`src/rtl/msrv_imm_gen_pipe.sv`:
```
// RISC-V immediate generator with shamt mode, illegal-type flag and a
// 2-entry skid buffer (MAIN + SKID) behind a valid/ready handshake.
module msrv_imm_gen_pipe #(
    parameter int XLEN  = 32,
    parameter int TAG_W = 5
) (
    input  logic             ms_riscv32_mp_clk_in,
    input  logic             ms_riscv32_mp_rst_in,
    input  logic             flush_in,
    input  logic             in_valid_in,
    output logic             in_ready_out,
    input  logic [24:0]      instr_in,
    input  logic [2:0]       imm_type_in,
    input  logic [TAG_W-1:0] tag_in,
    output logic             out_valid_out,
    input  logic             out_ready_in,
    output logic [XLEN-1:0]  imm_out,
    output logic [TAG_W-1:0] tag_out,
    output logic             illegal_out
);

    typedef struct packed {
        logic [XLEN-1:0]  imm;
        logic [TAG_W-1:0] tag;
        logic             ill;
    } ent_t;

    ent_t dec;
    ent_t main_q;
    ent_t skid_q;
    logic main_v;
    logic skid_v;
    logic acc;
    logic held;

    // instr_in[k] carries instruction bit k+7
    always_comb begin
        dec     = '0;
        dec.tag = tag_in;
        case (imm_type_in)
            3'b000, 3'b001:
                dec.imm = XLEN'($signed(instr_in[24:13]));
            3'b010:
                dec.imm = XLEN'($signed({instr_in[24:18], instr_in[4:0]}));
            3'b011:
                dec.imm = XLEN'($signed({instr_in[24], instr_in[0],
                                          instr_in[23:18], instr_in[4:1],
                                          1'b0}));
            3'b100:
                dec.imm = XLEN'($signed({instr_in[24:5], 12'h000}));
            3'b101:
                dec.imm = XLEN'($signed({instr_in[24], instr_in[12:5],
                                          instr_in[13], instr_in[23:14],
                                          1'b0}));
            3'b110:
                dec.imm = XLEN'(instr_in[12:8]);
            default: begin
                if (XLEN == 64) begin
                    dec.imm = XLEN'(instr_in[18:13]);
                end else begin
                    dec.imm = XLEN'(instr_in[17:13]);
                    dec.ill = instr_in[18];
                end
            end
        endcase
    end

    assign in_ready_out = !skid_v;
    assign acc          = in_valid_in && !skid_v;
    assign held         = main_v && !out_ready_in;

    always_ff @(posedge ms_riscv32_mp_clk_in or negedge ms_riscv32_mp_rst_in) begin
        if (!ms_riscv32_mp_rst_in) begin
            main_v <= 1'b0;
            skid_v <= 1'b0;
            main_q <= '0;
            skid_q <= '0;
        end else if (flush_in) begin
            main_v <= 1'b0;
            skid_v <= 1'b0;
        end else if (held) begin
            if (acc) begin
                skid_q <= dec;
                skid_v <= 1'b1;
            end
        end else if (skid_v) begin
            // in_ready_out was low, so no input competes with the refill
            main_q <= skid_q;
            main_v <= 1'b1;
            skid_v <= 1'b0;
        end else if (acc) begin
            main_q <= dec;
            main_v <= 1'b1;
        end else begin
            main_v <= 1'b0;
        end
    end

    assign out_valid_out = main_v;
    assign imm_out       = main_q.imm;
    assign tag_out       = main_q.tag;
    assign illegal_out   = main_q.ill;

endmodule
```
`config.mk`:
```
export PLATFORM = sky130hd
export DESIGN_NAME = msrv_imm_gen_pipe
export DESIGN_NICKNAME = d
export VERILOG_FILES = /design/src/rtl/msrv_imm_gen_pipe.sv
export SDC_FILE = /design/constraint.sdc
export NUM_CORES = 1
export LEC_CHECK = 0
export BUFFER_PORTS_ARGS = -buffer_cell sky130_fd_sc_hd__buf_2
export CORE_UTILIZATION = 53
export CTS_CLUSTER_DIAMETER = 30
export CTS_CLUSTER_SIZE = 10
export DETAILED_ROUTE_END_ITERATION = 7
export GPL_TIMING_DRIVEN = 0
export HOLD_SLACK_MARGIN = 0.05
export PLACE_DENSITY = 0.82
export SLEW_MARGIN = 0
export SYNTH_ARGS = -nofsm -noshare
export SYNTH_HDL_FRONTEND = slang
export SYNTH_SLANG_ARGS = --single-unit
```
`constraint.sdc`:
```
create_clock -name ms_riscv32_mp_clk_in -period 4.3 [get_ports ms_riscv32_mp_clk_in]
set_input_delay 0.645 -clock ms_riscv32_mp_clk_in [delete_from_list [all_inputs] [get_ports ms_riscv32_mp_clk_in]]
set_output_delay 0.645 -clock ms_riscv32_mp_clk_in [all_outputs]
set_load 0.05 [all_outputs]
```
Yosys cells after proc, flatten, opt, wreduce, memory -nomap -nowiden
Index checks and enable logic that the tools add are counted.
{ "totals": {"regBits": 78, "inputBits": 38, "out_inout_bits": 40, "elab_cells": 39} }
{ "classes": {"eq_ne": 8, "mux": 11, "bitwise_logic": 2, "reduce_logical": 10} }
{ "op_table": {"columns": ["operator", "n"], "rows": [
  ["case mux 32 bit (6 select lines)", 1],
  ["2-to-1 mux 38 bit", 2],
  ["== test 3 bit (second input constant)", 3],
  ["2-to-1 mux 1 bit", 8],
  ["OR reduction 7 bit", 1],
  ["== test 3 x 2 -> 1 bit (second input constant)", 2],
  ["AND reduction 3 bit", 2],
  ["== test 3 x 1 -> 1 bit (second input constant)", 1],
  ["zero test 3 bit", 1],
  ["inequality test 3 bit (second input constant)", 1],
  ["logical AND 1 bit", 2],
  ["zero test 1 bit", 2],
  ["inequality test 2 bit (second input constant)", 1],
  ["NOT 1 bit", 2],
  ["nonzero test 2 bit", 1],
  ["OR reduction 2 bit", 1]
]} }

Depth between registers and ports, before layout
Gate-level depths: netlist of the first run.
{ "logic_depth": {"word_depth": 6, "depth_mapped": 7} }

Worst setup path before layout of the first run
No wires, ideal clock.
{ "synth_timing": {"kind": "register -> output", "startpoint": "register skid_v", "endpoint": "output in_ready_out", "arrival_time_ps": 1244, "t_required_ps": 3655, "setup_slack_ps": 2411, "stages_incl_launch_ff": 4, "cell_sequence": "dfrtp_1 -> buf_2 -> clkinv_1 -> buf_1"} }
{ "synth_between": {"elab_chain_len": 1} }
{ "synth_lines": {"columns": ["element", "line_no", "text"], "rows": [
  ["start: declaration", "32", "logic skid_v;"],
  ["start signal: assignment", "75", "skid_v <= 1'b0;"],
  ["start signal: assignment", "80", "skid_v <= 1'b0;"],
  ["start signal: assignment", "84", "skid_v <= 1'b1;"],
  ["zero test 1 bit", "68", "assign in_ready_out = !skid_v;"],
  ["end: declaration", "11", "output logic in_ready_out,"]
]} }
No other way between the ends.

Worst setup path after layout of the first run
Ends and elaborated chain as after synthesis.

==> impl_metrics.py, run 1 <==
metrics = {
    "yosys": {
        "synth_ff_type": "dfrtp_1",
        "synth.yosys.seq_area_share_pct": 54.3,
        "ys.warnings.count": 0,
        "synth.avg_cell_area_sq_um": 9.43,
        "synth_cell_types": 35,
        "synthDominantCellAreaShare_pct": 54.3,
        "ys_async_sr_fraction_pct": 100,
        "synth_fp_nets": 419,
        "synth_seq_cells": 78,
        "yosys.area.top_type": "dfrtp_1",
        "synthCells": 381,
        "synth_area_sq_mm": 0.00359,
        "synth.area.top_cells": "dfrtp_1, nand2_1, o21ai_0",
        "synth_edf_count": 0,
    },
    "floorplanning": {
        "fp.dieArea_sq_mm": 0.00712,
        "num_rows": 29,
        "die_w_um": 84.4,
        "pin_count": 78,
        "die_y_um": 84.4,
        "core-area_sq_mm": 0.00646,
        "start_util_pct": 55.7,
    },
    "worst_setup_path": {
        "crit_family": "buffers and inverters",
        "crit_cells": 4,
        "critPathKind": "reg2out",
        "required_ps": 3650,
        "cp_cell_sequence": "buf_2 -> clkinv_1 -> buf_1 -> buf_2",
        "rr_worst_depth": 5,
        "critPathMaxFanout": 10,
        "crit_buf_inv": 4,
        "worst_setup_path_end_kind": "primary output",
        "cp_common_cell": "buf_2",
        "crit_path_top_delay_cell": "buf_1",
        "worst_ep_arrival_time_ps": 1860,
        "cp-start-kind": "flop",
        "slowest_delay_ps": 430,
    },
    "clock_tree": {
        "cts-htree-levels": 3,
        "cts_hold_buf": 0,
        "numCtsBuffers": 9,
        "cts_resized": 0,
        "cts_root_buffer": "clkbuf_8",
        "cts_tree": "built",
        "clkTransAtPathRegs_ps": 80,
        "numClockSinks": 78,
        "post_cts_buffers": 0,
        "insertion_delay_ps": 360,
        "clockBufferDepth": 2,
    },
    "status": {
        "status": "finished, violations left",
        "violations": "DRC",
    },
    "timing": {
        "finalCritPeriodShare_pct": 58.4,
        "slew_headroom_pct": 58.2,
        "slew_viol_final": 0,
        "min_period_ps": 2510,
        "grt_setup_unrepaired": "no",
        "worstMarginPinSlew_ps": 627,
        "setup_viol": 0,
        "clock_skew_ps": 9.83,
        "max_freq_mhz": 398,
        "tns_ps": 0,
        "hold_violations": 0,
    },
    "power": {
        "powerDensity_mw_per_mm2": 490,
        "p_leak_uw": 0.00206,
        "power_uw": 2110,
        "ir_worst_vdd_v": 0.000271,
    },
    "placed_design": {
        "portBuffers": 76,
        "gp_congestion": 0.919,
        "dp_hpwl_um": 6550,
        "place_inst": 535,
    },
    "routing": {
        "drcViolationCount": 3,
        "first_pass_iters": 8,
        "dr_total_vias": 3254,
        "finalWirelength_um": 9270,
        "drtAntennaViolNets": 0,
        "drt_iter0_drc": 317,
        "wl_per_cell_um": 16.8,
        "via_per_inst": 5.91,
    },
    "global_route": {
        "grt_pass1_wl_um": 15100,
        "grt_max_degree": 58,
        "grt_pass1_vias": 3064,
        "grt-ovfl-total": 0,
        "antenna_found_initial": 0,
        "grt_usage_pct": 27.9,
    },
    "run": {
        "maxCapViolations": 0,
    },
    "final_layout": {
        "drive_above_1_share_pct": 25.3,
        "area_growth_pct": 20.1,
        "layout_common_cells": "buf_2, nand2_1, dfrtp_1, o21ai_0, a21oi_1",
        "final_common_cell": "buf_2",
        "n_antenna_cell": 0,
        "fin_nets": 507,
        "fin_cells": 551,
    },
    "min_path": {
        "min_path_type": "in2async",
    },
}
-- worst register-to-register path, cell delays in order, from the launching register on --
cell	delay (ps)
dfrtp_1	370
buf_2	150
clkinv_1	190
buf_1	440
nand2_1	300
o211ai_1	240
-- worst paths after layout --
kind / from / endpoint / slack (ps)
setup / recovery: skid_v / in_ready_out / 1790
hold / removal: ms_riscv32_mp_rst_in / imm_out[28] / 170
setup reg to reg: skid_v / imm_out[3] / 2540
hold reg to reg: skid_q[5] / skid_q[5] / 490
max in group asynchronous: ms_riscv32_mp_rst_in / imm_out[30] / 3560
min in group ms_riscv32_mp_clk_in: skid_q[5] / skid_q[5] / 490
-- stage by stage --
stage                     setup slack, ps  hold slack [ps]  instance area (sq um)  util [%]
after global routing                 1720              172                   4320      66.8
after CTS                            1790              168                   4320      66.8
after global placement               2090              457                   4070      63.0
final                                1790              167                   4320      66.8
after detailed placement             2190              466                   4100      63.5
after floorplan                      2410              349                   3590         -
-- cells in the mapped netlist (2+ instances only) --
master and count:
a21oi_1 28, a22o_1 10, a31oi_1 10, a32o_1 4, buf_2 12, buf_6 3, clkbuf_1 11, dfrtp_1 78
mux2_2 8, mux2i_1 6, nand2_1 82, nand2b_1 2, nand3_1 25, nor2_1 21, nor2_2 2, nor2b_1 4
nor3_1 2, o211ai_1 7, o21a_1 11, o21ai_0 32, o21ai_1 9
-- cell families (layout without fill, tap and decap cells) --
kind of cell           after synthesis  after routing  share of synthesized area [%]
AOI/OAI and AO/OA                  112            112                           18.9
buffers and inverters               30            123                           4.28
DFF                                 78             78                           54.3
muxes                               14             14                           4.18
and+or+nand+nor                    147            147                           18.4
-- state kept, by name (all words and copies together) (netlist names) --
| name | cells |
|---|---|
| skid_q | 38 |
| imm_out | 32 |
| tag_out | 5 |
| illegal_out | 1 |
| out_valid_out | 1 |
| skid_v | 1 |
-- power by group --
part / total, uW / switching [uW] / internal [uW]
clock network: 603 / 274 / 328
logic: 564 / 401 / 163
registers: 948 / 74.0 / 874
total: 2110 / 750 / 1360
-- layout make-up --
| type | count | area (sq um) |
|---|---|---|
| fill | 544 | 2140 |
| sequential | 78 | 1950 |
| multi-input combinational | 273 | 1490 |
| timing repair buffer | 77 | 410 |
| buffer | 28 | 146 |
| clock buffer | 11 | 131 |
| tap | 77 | 96.3 |
| clock inverter | 5 | 83.8 |
| inverter | 2 | 7.51 |
-- per-layer routing --
metal | GRT usage [%] | vias to the layer above | part of all wire (%)
met5 | 0 | - | 0
met4 | 11.7 | 0 | 2.7
met3 | 6.69 | 20 | 7.2
met2 | 44.2 | 152 | 47
met1 | 37.2 | 1570 | 44
li1 | - | 1512 | -
Note: power is estimated with default switching activity, not from simulation.
==> run 2: changes to the inputs <==
- clock period: 4.3 -> 2.6 ns (I/O delays scaled with it)
==> impl_metrics.py, run 2 (synthesis results as in run 1) <==
metrics = {
    "status": {
        "status": "finished, violations left",
        "violations": "DRC",
    },
    "routing": {
        "wl_met3_um": 679,
        "wl_per_cell_um": 16.7,
        "dr_wl_met2_um": 4320,
        "via_per_inst": 5.84,
        "wl_met1_um": 3990,
        "finalWirelength_um": 9240,
        "highest_layer": "met4",
        "first_pass_iters": 8,
        "drcViolationCount": 6,
        "drt_iter0_drc": 295,
        "dr_total_vias": 3226,
        "drtAntennaViolNets": 0,
    },
    "final_layout": {
        "largest_register_ffs": 38,
        "filler_cell_count": 543,
        "regMostFlops": "skid_q",
        "layout_common_cells": "buf_2, nand2_1, dfrtp_1, o21ai_0, a21oi_1",
        "n_antenna_cell": 0,
        "multi_input_area_sq_mm": 0.00149,
        "drive_above_1_share_pct": 25.3,
        "seq_area_sq_mm": 0.00195,
        "area_growth_pct": 20.4,
        "fin_nets": 508,
        "final_common_cell": "buf_2",
    },
    "worst_setup_path": {
        "worstSetupStartpoint": "skid_v",
        "required_ps": 2210,
        "r2r-start": "skid_v",
        "crit_path_top_delay_cell": "buf_1",
        "cp_cell_sequence": "buf_2 -> clkinv_1 -> buf_1 -> buf_2",
        "crit_family": "buffers and inverters",
        "crit_buf_inv": 4,
        "worst_setup_path_end_kind": "primary output",
        "slowest_delay_ps": 440,
        "critPathKind": "reg2out",
        "worst_ep_arrival_time_ps": 1870,
        "critPathMaxFanout": 10,
        "cp-start-kind": "flop",
        "cp_common_cell": "buf_2",
    },
    "floorplanning": {
        "fp.dieArea_sq_mm": 0.00712,
        "die_y_um": 84.4,
        "num_rows": 29,
        "core-area_sq_mm": 0.00646,
        "start_util_pct": 55.7,
        "pin_count": 78,
        "die_w_um": 84.4,
    },
    "timing": {
        "slew_viol_final": 0,
        "min_period_ps": 2260,
        "max_freq_mhz": 442,
        "finalCritPeriodShare_pct": 87.0,
        "hold_violations": 0,
        "grt_setup_unrepaired": "no",
        "worstMarginPinSlew_ps": 642,
        "holdWs_ps": 236,
        "slew_headroom_pct": 57.2,
        "clock_skew_ps": 9.17,
        "setup_viol": 0,
        "tns_ps": 0,
    },
    "global_route": {
        "grt_usage_pct": 27.9,
        "grt_pass1_vias": 3069,
        "grt_pass1_wl_um": 15100,
        "antenna_found_initial": 0,
        "grt-ovfl-total": 0,
        "grt_max_degree": 58,
    },
    "clock_tree": {
        "clkTransAtPathRegs_ps": 80,
        "cts_root_buffer": "clkbuf_8",
        "insertion_delay_ps": 360,
        "cts_tree": "built",
        "cts_resized": 0,
        "numClockSinks": 78,
        "clockBufferDepth": 2,
        "numCtsBuffers": 9,
        "cts-htree-levels": 3,
    },
    "power": {
        "p_leak_uw": 0.00207,
        "power_uw": 3500,
        "powerDensity_mw_per_mm2": 808,
        "ir_worst_vdd_v": 0.000448,
    },
    "placed_design": {
        "gp_congestion": 0.919,
        "dp_hpwl_um": 6550,
        "portBuffers": 76,
    },
    "run": {
        "maxCapViolations": 0,
    },
    "min_path": {
        "timing.hold.worst.start": "tag_in[4]",
        "min_path_type": "in2reg",
    },
}
-- run 2: timing repair --
item / in CTS / in global routing
buffers inserted: 0 / 0
hold endpoints to repair: 21 / 0
hold buffers: 1 / 0
-- run 2: final timing paths --
path	to	slack, ps	depth (start not counted)
min	skid_q[5]	240	3
min in group asynchronous	imm_out[28]	460	2
max in group asynchronous	skid_q[16]	1560	3
min reg2reg	skid_q[11]	490	2
max reg2reg	imm_out[3]	820	5
max	in_ready_out	340	4
-- run 2: per-stage QoR --
| stage | worst slack, ps | std cells | cell area [sq um] | utilization, % |
|---|---|---|---|---|
| 3_3_place_gp | 644 | 534 | 4070 | 63.0 |
| 6_report | 339 | 552 | 4330 | 67.0 |
| 5_1_grt | 272 | 552 | 4330 | 67.0 |
| 4_1_cts | 345 | 552 | 4330 | 67.0 |
| 3_5_place_dp | 749 | 535 | 4100 | 63.5 |
| 2_1_floorplan | 801 | 381 | 3590 | - |
-- run 2: where the power goes --
| group | internal [uW] | leakage, uW | switching, uW |
|---|---|---|---|
| Combinational | 270 | 0.000989 | 663 |
| Clock | 543 | 0.0000998 | 451 |
| Sequential | 1440 | 0.000978 | 123 |
-- run 2: area by class of cell --
class / count / share of cell area (%)
timing repair buffer: 78 / 9.72
clock inverter: 5 / 1.94
tap: 77 / 2.23
clock buffer: 11 / 3.04
inverter: 2 / 0.174
sequential: 78 / 45.1
buffer: 28 / 3.38
multi-input combinational: 273 / 34.4
-- run 2: metal layers --
layer	GRT usage (%)	up-vias
met1	37.2	1551
met3	6.69	23
met4	11.7	0
met5	0	-
li1	-	1510
met2	44.3	142
-- run 2: worst reg2reg max path, stage by stage, from the launching register on --
cell and delay, ps:
dfrtp_1 370, buf_2 150, clkinv_1 190, buf_1 440, nand2_1 300, o211ai_1 250
==> run 3: changes to the inputs <==
- ABC_AREA: not set -> 1
- PLACE_DENSITY: 0.82 -> 0.81
==> impl_metrics.py, run 3 <==
metrics = {
    "status": {
        "status": "completed",
    },
    "floorplanning": {
        "num_rows": 30,
        "pin_count": 78,
        "die_y_um": 87.6,
        "core-area_sq_mm": 0.00694,
        "die_w_um": 87.6,
        "start_util_pct": 56.0,
        "fp.dieArea_sq_mm": 0.00768,
    },
    "yosys": {
        "synth_ff_type": "dfrtp_1",
        "synth.area.top_cells": "dfrtp_1, nand2_1, nand3_1",
        "synth.avg_cell_area_sq_um": 7.76,
        "ys_async_sr_fraction_pct": 100,
        "synth_fp_nets": 539,
        "synthCells": 501,
        "ys.warnings.count": 0,
        "yosys.area.top_type": "dfrtp_1",
        "synth_area_sq_mm": 0.00389,
        "synthTopCellsByCount": "nand2_1, dfrtp_1, inv_1, nand3_1, o21ai_1",
        "synth.yosys.seq_area_share_pct": 50.2,
        "synth_cell_types": 22,
        "synth_seq_cells": 78,
        "synth_edf_count": 0,
        "yosysMostFrequentCell": "nand2_1",
        "synthDominantCellAreaShare_pct": 50.2,
    },
    "timing": {
        "hold_violations": 0,
        "slew_headroom_pct": 67.1,
        "clock_skew_ps": 3.60,
        "setup_viol": 0,
        "min_period_ps": 1980,
        "max_freq_mhz": 505,
        "finalCritPeriodShare_pct": 76.2,
        "tns_ps": 0,
        "grt_setup_unrepaired": "no",
        "slew_viol_final": 0,
        "worstMarginPinSlew_ps": 494,
    },
    "routing": {
        "first_pass_iters": 5,
        "dr_total_vias": 3689,
        "wl_per_cell_um": 14.3,
        "drcViolationCount": 0,
        "finalWirelength_um": 9870,
        "drtAntennaViolNets": 0,
        "drt_iter0_drc": 254,
        "via_per_inst": 5.35,
    },
    "final_layout": {
        "largest_register_ffs": 38,
        "fin_util_pct": 66.2,
        "layout_common_cells": "nand2_1, buf_2, dfrtp_1, inv_1, nand3_1",
        "fin_nets": 628,
        "filler_cell_count": 575,
        "multi_input_area_sq_mm": 0.00158,
        "area_growth_pct": 18.2,
        "final_common_cell": "nand2_1",
        "regMostFlops": "skid_q",
        "seq_area_sq_mm": 0.00195,
        "n_antenna_cell": 0,
        "drive_above_1_share_pct": 22.6,
    },
    "clock_tree": {
        "insertion_delay_ps": 360,
        "clkTransAtPathRegs_ps": 70,
        "cts-htree-levels": 3,
        "clockBufferDepth": 2,
        "cts_tree": "built",
        "numCtsBuffers": 9,
        "cts_resized": 0,
        "numClockSinks": 78,
        "cts_root_buffer": "clkbuf_8",
        "post_cts_buffers": 0,
    },
    "placed_design": {
        "dp_hpwl_um": 7010,
        "portBuffers": 76,
        "gp_congestion": 0.979,
    },
    "worst_setup_path": {
        "required_ps": 2210,
        "worst_setup_path_end_kind": "primary output",
        "slowest_delay_ps": 480,
        "critPathMaxFanout": 10,
        "crit_path_top_delay_cell": "dfrtp_1",
        "cp_cell_sequence": "inv_2 -> buf_4 -> buf_6 -> buf_2",
        "critPathKind": "reg2out",
        "worst_ep_arrival_time_ps": 1590,
        "cp-start-kind": "flop",
    },
    "run": {
        "maxCapViolations": 0,
    },
    "power": {
        "p_leak_uw": 0.00265,
        "power_uw": 3400,
        "powerDensity_mw_per_mm2": 741,
        "ir_worst_vdd_v": 0.000412,
    },
    "global_route": {
        "grt_usage_pct": 28.1,
        "grt-ovfl-total": 0,
        "antenna_found_initial": 0,
        "grt_max_degree": 43,
        "grt_pass1_wl_um": 16300,
        "grt_pass1_vias": 3477,
    },
    "min_path": {
        "min_path_type": "in2reg",
    },
}
-- run 3: cell types whose count changed after synthesis, moves of 11 or more --
cell      delta
clkbuf_1    -11
o21a_1      -11
inv_1       +38
a21oi_1     -25
o21ai_1     +20
nand2_1    +130
-- run 3: kinds of logic after synthesis --
kind of cell,synth area share [%]
buffers and inverters,9.11
DFF,50.2
AOI/OAI and AO/OA,11.4
and+or+nand+nor,29.2
-- run 3: worst paths after layout --
| kind | startpoint | end | slack, ps | depth (start not counted) |
|---|---|---|---|---|
| worst max-delay path | skid_v | in_ready_out | 620 | 4 |
| worst min-delay path | flush_in | out_valid_out | 230 | 2 |
| worst max register to register | skid_v | imm_out[11] | 1150 | 6 |
| worst min register to register | imm_out[10] | imm_out[10] | 480 | 2 |
| max in group asynchronous | ms_riscv32_mp_rst_in | imm_out[4] | 1480 | 3 |
| min in group asynchronous | ms_riscv32_mp_rst_in | tag_out[3] | 540 | 2 |
-- run 3: power breakdown --
| group | switching, uW | leakage [uW] | internal, uW |
|---|---|---|---|
| logic | 725 | 0.00158 | 272 |
| clock network | 443 | 0.0000845 | 392 |
| registers | 121 | 0.000987 | 1450 |
| total | 1290 | 0.00265 | 2110 |
-- run 3: what timing repair did --
action	CTS	global route
hold buffers	1	0
endpoints found under the setup margin	0	0
endpoints found under the hold margin	36	0
-- run 3: final cells by class --
cell class              instances  share of cell area (%)
plain buffers                  27                    4.03
clock buffers                  12                    3.38
clock inverters                 3                   0.436
inverters                      45                    3.68
multi-input cells             351                    34.4
flip-flops and latches         78                    42.5
well taps                      96                    2.61
repair buffers                 78                    8.99
-- run 3: through the flow --
stage                     instances  area, sq um  setup slack [ps]  hold WS [ps]
final                           690         4590               619           232
after global routing            690         4590               559           286
after CTS                       690         4590               613           226
after detailed placement        674         4410              1010           389
after global placement          673         4390               586           459
after floorplan                 501         3890              1090          94.4
-- run 3: worst max-delay path, delay by kind of cell (launching register included) --
family | cells | cell delay (ps)
buf+inv | 4 | 750
flops | 1 | 480
-- run 3: metal layers --
layer | global-route usage (%) | routed length (um) | vias up
li1 | - | - | 1753
met1 | 40.3 | 4380 | 1730
met2 | 42.4 | 4500 | 187
met3 | 3.86 | 795 | 19
met4 | 13.3 | 192 | 0
met5 | 0 | 0 | -
